[src/rtl/cpu_pkg.sv]
// Shared pipeline definitions: forwarding-mux select codes and the per-stage
// destination/source record carried by the forwarding shadow pipeline.
package cpu_pkg;

  localparam int REG_AW = 5;

  typedef enum logic [1:0] {
    FWD_REG = 2'd0,  // ID/EX register data
    FWD_MEM = 2'd1,  // EX/MEM ALU result
    FWD_WB  = 2'd2   // MEM/WB write-back data
  } fwd_sel_e;

  typedef struct packed {
    logic              valid;
    logic [REG_AW-1:0] rs;
    logic [REG_AW-1:0] rt;
    logic              rs_used;
    logic              rt_used;
    logic [REG_AW-1:0] rd;
    logic              regwrite;
    logic              memread;
  } stage_info_t;

  localparam stage_info_t STAGE_BUBBLE = '0;

  // $0 is hard-wired, so a stage aimed at it never produces a usable result.
  function automatic logic is_writer(input stage_info_t s);
    return s.valid && s.regwrite && (s.rd != '0);
  endfunction

endpackage

[src/rtl/fwd_sel_gen.sv]
// Operand forward-select for one EX source register; the younger MEM producer
// wins over WB when both target the same register.
module fwd_sel_gen
  import cpu_pkg::*;
(
  input  logic              ex_valid_i,
  input  logic [REG_AW-1:0] src_i,
  input  logic              src_used_i,
  input  logic              mem_wr_i,
  input  logic [REG_AW-1:0] mem_rd_i,
  input  logic              wb_wr_i,
  input  logic [REG_AW-1:0] wb_rd_i,
  output logic [1:0]        sel_o
);

  always_comb begin
    // NOTE: default first so every path assigns sel_o and no latch is inferred.
    sel_o = FWD_REG;
    if (ex_valid_i && src_used_i) begin
      if (mem_wr_i && (mem_rd_i == src_i)) begin
        sel_o = FWD_MEM;
      end else if (wb_wr_i && (wb_rd_i == src_i)) begin
        sel_o = FWD_WB;
      end
    end
  end

endmodule

[src/rtl/fwd_hazard_ctrl.sv]
// Forwarding and load-use hazard control: shadows EX/MEM/WB destination info,
// drives the EX operand-mux selects, stalls on load-use and counts stalls.
module fwd_hazard_ctrl #(
  parameter int REG_AW = cpu_pkg::REG_AW,
  parameter int CNT_W  = 16
) (
  input  logic              clk_i,
  input  logic              rst_i,
  input  logic              id_valid_i,
  input  logic [REG_AW-1:0] id_rs_i,
  input  logic [REG_AW-1:0] id_rt_i,
  input  logic              id_rs_used_i,
  input  logic              id_rt_used_i,
  input  logic [REG_AW-1:0] id_rd_i,
  input  logic              id_regwrite_i,
  input  logic              id_memread_i,
  input  logic              flush_i,
  output logic [1:0]        fwd_a_sel_o,
  output logic [1:0]        fwd_b_sel_o,
  output logic              stall_o,
  output logic [CNT_W-1:0]  stall_cnt_o
);

  import cpu_pkg::*;

  localparam logic [CNT_W-1:0] CNT_ONE = CNT_W'(1);

  stage_info_t      ex_q, ex_d;
  stage_info_t      mem_q, mem_d;
  stage_info_t      wb_q, wb_d;
  logic [CNT_W-1:0] stall_cnt_q, stall_cnt_d;
  logic             stall;

  // A load in EX cannot feed the instruction in ID; a flush kills that consumer.
  assign stall = id_valid_i && !flush_i && ex_q.valid && ex_q.memread &&
                 (ex_q.rd != '0) &&
                 ((id_rs_used_i && (id_rs_i == ex_q.rd)) ||
                  (id_rt_used_i && (id_rt_i == ex_q.rd)));

  always_comb begin
    ex_d          = STAGE_BUBBLE;
    ex_d.valid    = id_valid_i && !stall && !flush_i;
    ex_d.rs       = id_rs_i;
    ex_d.rt       = id_rt_i;
    ex_d.rs_used  = id_rs_used_i;
    ex_d.rt_used  = id_rt_used_i;
    ex_d.rd       = id_rd_i;
    ex_d.regwrite = ex_d.valid && id_regwrite_i;
    ex_d.memread  = ex_d.valid && id_memread_i;

    mem_d = ex_q;
    wb_d  = mem_q;

    stall_cnt_d = stall_cnt_q;
    if (stall && (stall_cnt_q != '1)) begin
      stall_cnt_d = stall_cnt_q + CNT_ONE;
    end
  end

  always_ff @(posedge clk_i) begin
    if (rst_i) begin
      // NOTE: whole stages reset to bubbles so no stale field can reach a compare.
      ex_q        <= STAGE_BUBBLE;
      mem_q       <= STAGE_BUBBLE;
      wb_q        <= STAGE_BUBBLE;
      stall_cnt_q <= '0;
    end else begin
      // NOTE: non-blocking so every stage samples its predecessor's old value.
      ex_q        <= ex_d;
      mem_q       <= mem_d;
      wb_q        <= wb_d;
      stall_cnt_q <= stall_cnt_d;
    end
  end

  fwd_sel_gen u_fwd_a (
    .ex_valid_i (ex_q.valid),
    .src_i      (ex_q.rs),
    .src_used_i (ex_q.rs_used),
    .mem_wr_i   (is_writer(mem_q)),
    .mem_rd_i   (mem_q.rd),
    .wb_wr_i    (is_writer(wb_q)),
    .wb_rd_i    (wb_q.rd),
    .sel_o      (fwd_a_sel_o)
  );

  fwd_sel_gen u_fwd_b (
    .ex_valid_i (ex_q.valid),
    .src_i      (ex_q.rt),
    .src_used_i (ex_q.rt_used),
    .mem_wr_i   (is_writer(mem_q)),
    .mem_rd_i   (mem_q.rd),
    .wb_wr_i    (is_writer(wb_q)),
    .wb_rd_i    (wb_q.rd),
    .sel_o      (fwd_b_sel_o)
  );

  assign stall_o     = stall;
  assign stall_cnt_o = stall_cnt_q;

endmodule

[config.mk]
export PLATFORM = sky130hd
export DESIGN_NAME = fwd_hazard_ctrl
export DESIGN_NICKNAME = d
export VERILOG_FILES = /design/src/rtl/cpu_pkg.sv /design/src/rtl/fwd_sel_gen.sv /design/src/rtl/fwd_hazard_ctrl.sv
export SDC_FILE = /design/constraint.sdc
export NUM_CORES = 1
export LEC_CHECK = 0
export ABC_AREA = 1
export CORE_MARGIN = 2
export CORE_UTILIZATION = 35
export CTS_CLUSTER_DIAMETER = 40
export CTS_CLUSTER_SIZE = 8
export DETAILED_ROUTE_END_ITERATION = 10
export PLACE_DENSITY = 0.59
export SKIP_CTS_REPAIR_TIMING = 1
export SYNTH_ARGS = -nofsm -noshare
export SYNTH_HDL_FRONTEND = slang
export SYNTH_SLANG_ARGS = --single-unit
[constraint.sdc]
create_clock -name clk_i -period 1.7 [get_ports clk_i]
set_clock_uncertainty 0.15 [all_clocks]
set_input_delay 0.425 -clock clk_i [delete_from_list [all_inputs] [get_ports clk_i]]
set_output_delay 0.425 -clock clk_i [all_outputs]
set_load 0.05 [all_outputs]
==> Word-level counts from Yosys, hierarchy flattened <==
Index checks and enable logic that the tools add are counted.
{ "totals": {"reg_bits": 50, "latch_bits": 0, "ramBits": 0, "rom_bits": 0, "inputBits": 23, "memories": 0} }
{ "op_classes": {"add_sub_neg": 1, "mul": 0, "n_div": 0, "magnitude_cmp": 0, "n_eq_ne": 7, "shift": 0, "mux": 6, "bitwise_logic": 0, "n_reduce_logical": 28} }
{ "ops": {"columns": ["op", "count"], "rows": [
  ["5-bit == test", 6],
  ["1-bit logical AND", 22],
  ["16-bit by 1-bit adder with 16-bit output (second input constant)", 1],
  ["16-bit inequality test (second input constant)", 1],
  ["5-bit nonzero test", 3],
  ["2-bit 2-to-1 mux", 6],
  ["1-bit zero test", 2],
  ["1-bit logical OR", 1]
]} }

==> Depth between registers and ports, before layout <==
{ "logic_depth": {"ltp_word": 10, "ltp_mapped": 10, "mapped_depth_nobuf": 10} }

==> By module <==
Synthesis repeated with hierarchy kept, for this count alone.
{ "unflattened": {"hier_cells": 456, "area_unflattened_um2": 2785.2} }
{ "by_module_without_submodules": {"columns": ["module", "instances", "cells_per_inst", "area_per_inst_um2"], "rows": [
  ["fwd_hazard_ctrl", 1, 340, 2329.7],
  ["fwd_sel_gen", 2, 58, 227.7]
]} }

==> Worst setup path after synthesis <==
OpenSTA, ideal clock, no wires.
{ "synth_timing": {"kind": "register -> output", "start": "reg mem_q[2] (netlist bit)", "end": "out fwd_a_sel_o[1]", "arrival_ns": 1.521, "slack_ns": -0.396, "path_stages_with_launch": 8, "path_buffers": 0, "cell_sequence": "dfxtp_1 inv_1 or2_2 nand3_1 nor3_1 nand2_1 inv_1 nor2_1"} }
{ "synth_via": {"elab_chain_len": 5, "elab_cells_between_ends": 6} }
{ "synth_lines": {"columns": ["item", "line_no", "text"], "rows": [
  ["from (decl)", "fwd_hazard_ctrl.sv:29", "stage_info_t mem_q, mem_d;"],
  ["from (signal assigned)", "fwd_hazard_ctrl.sv:70", "mem_q <= mem_d;"],
  ["5-bit nonzero test", "cpu_pkg.sv:28", "return s.valid && s.regwrite && (s.rd != '0);"],
  ["1-bit logical AND", "cpu_pkg.sv:28", null],
  ["1-bit logical AND (*)", "fwd_sel_gen.sv:20", "if (mem_wr_i && (mem_rd_i == src_i)) begin"],
  ["2-bit 2-to-1 mux (*)", "fwd_sel_gen.sv:20", null],
  ["2-bit 2-to-1 mux (*)", "fwd_sel_gen.sv:19", "if (ex_valid_i && src_used_i) begin"],
  ["to (decl)", "fwd_hazard_ctrl.sv:18", "output logic [1:0] fwd_a_sel_o,"]
]} }
Mark *: on every way between the ends. The rest lies on a longest branch, timed or not.

==> Worst setup path in the final report <==
{ "layout_timing": {"start": "reg ex_q[12] (netlist bit)", "end": "out fwd_b_sel_o[1]"} }
{ "layout_via": {"elab_chain_len": 5, "elab_cells_between_ends": 7} }
{ "layout_lines": {"columns": ["item", "line_no", "text"], "rows": [
  ["from (decl)", "fwd_hazard_ctrl.sv:28", "stage_info_t ex_q, ex_d;"],
  ["from (signal assigned)", "fwd_hazard_ctrl.sv:63", "ex_q <= STAGE_BUBBLE;"],
  ["from (signal assigned)", "fwd_hazard_ctrl.sv:69", "ex_q <= ex_d;"],
  ["5-bit == test", "fwd_sel_gen.sv:22", "end else if (wb_wr_i && (wb_rd_i == src_i)) begin"],
  ["1-bit logical AND", "fwd_sel_gen.sv:22", null],
  ["2-bit 2-to-1 mux", "fwd_sel_gen.sv:22", null],
  ["2-bit 2-to-1 mux (*)", "fwd_sel_gen.sv:20", null],
  ["2-bit 2-to-1 mux (*)", "fwd_sel_gen.sv:19", null],
  ["to (decl)", "fwd_hazard_ctrl.sv:19", "output logic [1:0] fwd_b_sel_o,"]
]} }
Marks and branches as above.

==> flow_summary.json <==
{
  "cts_made_buffers": 5,
  "route.detailed.drc": 0,
  "fin_crit_ps": 2120,
  "antenna_found_initial": 0,
  "h-tree-depth": 2,
  "dr_wl_met2_um": 3210,
  "rsz0062_at_grt": "yes",
  "worst_pin_slew_ps": 381,
  "synthAdderAreaFrac": 0.00502,
  "grt_pass1_wl_um": 10100,
  "synth_top_family_by_area": "simple AND/OR/NAND/NOR gates",
  "syn_area_per_cell_sq_um": 6.58,
  "setup_viol": 5,
  "first_pass_iters": 4,
  "internal_power_mw": 1.64,
  "diodes": 0,
  "seq_area_frac_synth": 0.401,
  "swShare": 0.258,
  "syn_inst": 379,
  "muxShareOfSynthArea": 0,
  "grt_pass1_vias": 2352,
  "placement.io_buffers": 43,
  "finalNonFillerCells": 568,
  "cap_violations": 0,
  "synth_compound_area_frac": 0.0587,
  "start_kind": "flop",
  "crit_chain": "buf_4, nand2_1, o211ai_1, nor3_1, nand3_1, nor2_4, buf_12",
  "powerDensity_nw_per_um2": 542,
  "io_pins": 44,
  "drt.antenna.violating_nets": 0,
  "power.static_leakage_nw": 1.93,
  "yosysWarnings": 0,
  "comb_power_share": 0.125,
  "insertion_delay_ps": 310,
  "slew_headroom": 0.746,
  "cp.required_ps": 1120,
  "critPathCaptureType": "primary output",
  "wl_met3_um": 238,
  "post-route-util": 0.598,
  "top_layer_used": "met4",
  "cp_slowest_cell": "dfxtp_1",
  "reg2reg_slack_ps": 20,
  "final.setup.tns_ps": -1810,
  "drive_gt1_frac": 0.379,
  "grt_overflow": 0,
  "min_period_over_period": 1.25,
  "wl_per_cell_um": 11.2,
  "row_count": 30,
  "min_path_type": "primary input to flop",
  "nNetsFinal": 495,
  "clkSinkCount": 50,
  "cts_max_path_buffers": 2,
  "path_clk_slew_ps": 90,
  "cts-root-buf": "clkbuf_8",
  "synthSimpleGateAreaFrac": 0.363,
  "synth_edf_count": 0,
  "cts_tree": "done",
  "violations": "negative setup slack",
  "fin_ws_ps": -421,
  "dieHeight_um": 88.4,
  "syn_nets": 403,
  "crit_type": "flop to primary output",
  "dieArea_sq_um": 7820,
  "grt_max_degree": 33,
  "met1Wirelength_um": 2770,
  "p_sw_uw": 570,
  "viasPerCell": 4.51,
  "ys_ff_latch": 50,
  "hpwl_um": 4750,
  "vias": 2562,
  "p_clk_frac": 0.321,
  "pwr-share-seq": 0.554,
  "routabilityCongestion": 0.902,
  "max_freq_mhz": 471,
  "synth_cell_types": 29,
  "syn_to_final_growth_pct": 63.8,
  "async_reset_ff_frac": 0,
  "synth_xor_area_frac": 0.0492,
  "dp_cells": 549,
  "core_sq_um": 6830,
  "slew_violations": 0,
  "syn-cell-area_sq_um": 2490,
  "vdd_drop_max_mv": 0.335,
  "arrival_ps": 1550,
  "dominantRegCellSynth": "dfxtp_1",
  "crit_path_max_fanout": 2,
  "outcome": "finished with violations",
  "dp_slack_ps": -575,
  "slowest_delay_ps": 340,
  "gr-usage-all-layers": 0.168,
  "first_iter_violations": 67,
  "routed_wl_um": 6350,
  "die_x_um": 88.4,
  "start_util": 0.365,
  "hold_viol_final": 0
}
==> Yosys cell counts (4+ instances only) <==
library cell | number | area (sq um)
xor2_1 | 7 | 61.3
xnor2_1 | 7 | 61.3
clkbuf_1 | 7 | 26.3
o21ai_1 | 4 | 20.0
nand2_1 | 90 | 338
dfxtp_1 | 50 | 1000
inv_1 | 63 | 236
nor3_1 | 5 | 25.0
nand3_1 | 22 | 110
nor2_1 | 67 | 251
a21oi_1 | 13 | 65.1
nand4_1 | 15 | 93.8
inv_2 | 7 | 26.3
==> placed cells by master (no fill, tap or decap), drive strengths merged <==
cell,count
xor2,7
nand2,91
o211ai,2
or2,1
buf,71
nand4,16
xnor2,7
nor2,71
o21ai,6
inv,71
a21oi,14
o221ai,1
a31oi,1
nand3,24
clkinvlp,2
nor3,5
dlymetal6s2s,14
clkbuf,6
nand3b,1
clkdlybuf4s50,8
ha,1
o22ai,2
dfxtp,50
==> worst max-delay path, delay by kind of cell, from the launching register on <==
kind | cells | cell delay (ps)
and+or+nand+nor | 4 | 510
buffers and inverters | 2 | 280
AOI/OAI and AO/OA | 1 | 100
DFF | 1 | 340
==> state kept, by name, indices dropped and copies added, names as in the netlist <==
register and cells:
ex_q 20, stall_cnt_o 16, mem_q 7, wb_q 7
==> power by group through the flow <==
stage | Sequential [mW] | Combinational (mW) | Clock, mW
after floorplan | 1.25 | 0.121 | 0
after global placement | 1.25 | 0.255 | 0
after detailed placement | 1.25 | 0.255 | 0
after CTS | 1.23 | 0.256 | 0.734
after global routing | 1.23 | 0.307 | 0.776
final | 1.23 | 0.276 | 0.710
==> final timing paths <==
kind | depth (start not counted) | endpoint | start
max | 7 | fwd_b_sel_o[1] | ex_q[12]
min | 3 | ex_q[16] | id_rs_i[2]
max reg2reg | 12 | stall_cnt_o[1] | ex_q[5]
min reg2reg | 2 | mem_q[1] | ex_q[1]
==> area by class of cell <==
type                    count  area [sq um]
flip-flops and latches     50          1050
clock inverters             3          22.5
multi-input cells         250          1420
clock buffers               5          68.8
repair buffers             94          1130
fillers                   628          2750
well taps                  96           120
inverters                  70           269
==> per-layer routing <==
layer	up-vias	track usage
li1	1349	-
met1	1141	0.198
met2	58	0.295
met3	14	0.0382
met4	0	0.0661
met5	-	0
==> through the flow <==
step	area [sq um]	total power [mW]	hold slack, ps
detailed placement	3590	1.51	245
CTS	3690	2.22	262
finish	4080	2.21	249
global route	4080	2.31	248
floorplan	2550	1.37	238
global placement	3590	1.51	251
==> kinds of logic after synthesis <==
| kind of cell | Yosys count |
|---|---|
| flops | 50 |
| compound gates | 26 |
| simple gates | 209 |
| buf+inv | 79 |
| xor+xnor | 14 |
| fa+ha+maj | 1 |
Note: power is estimated with default switching activity, not from simulation.
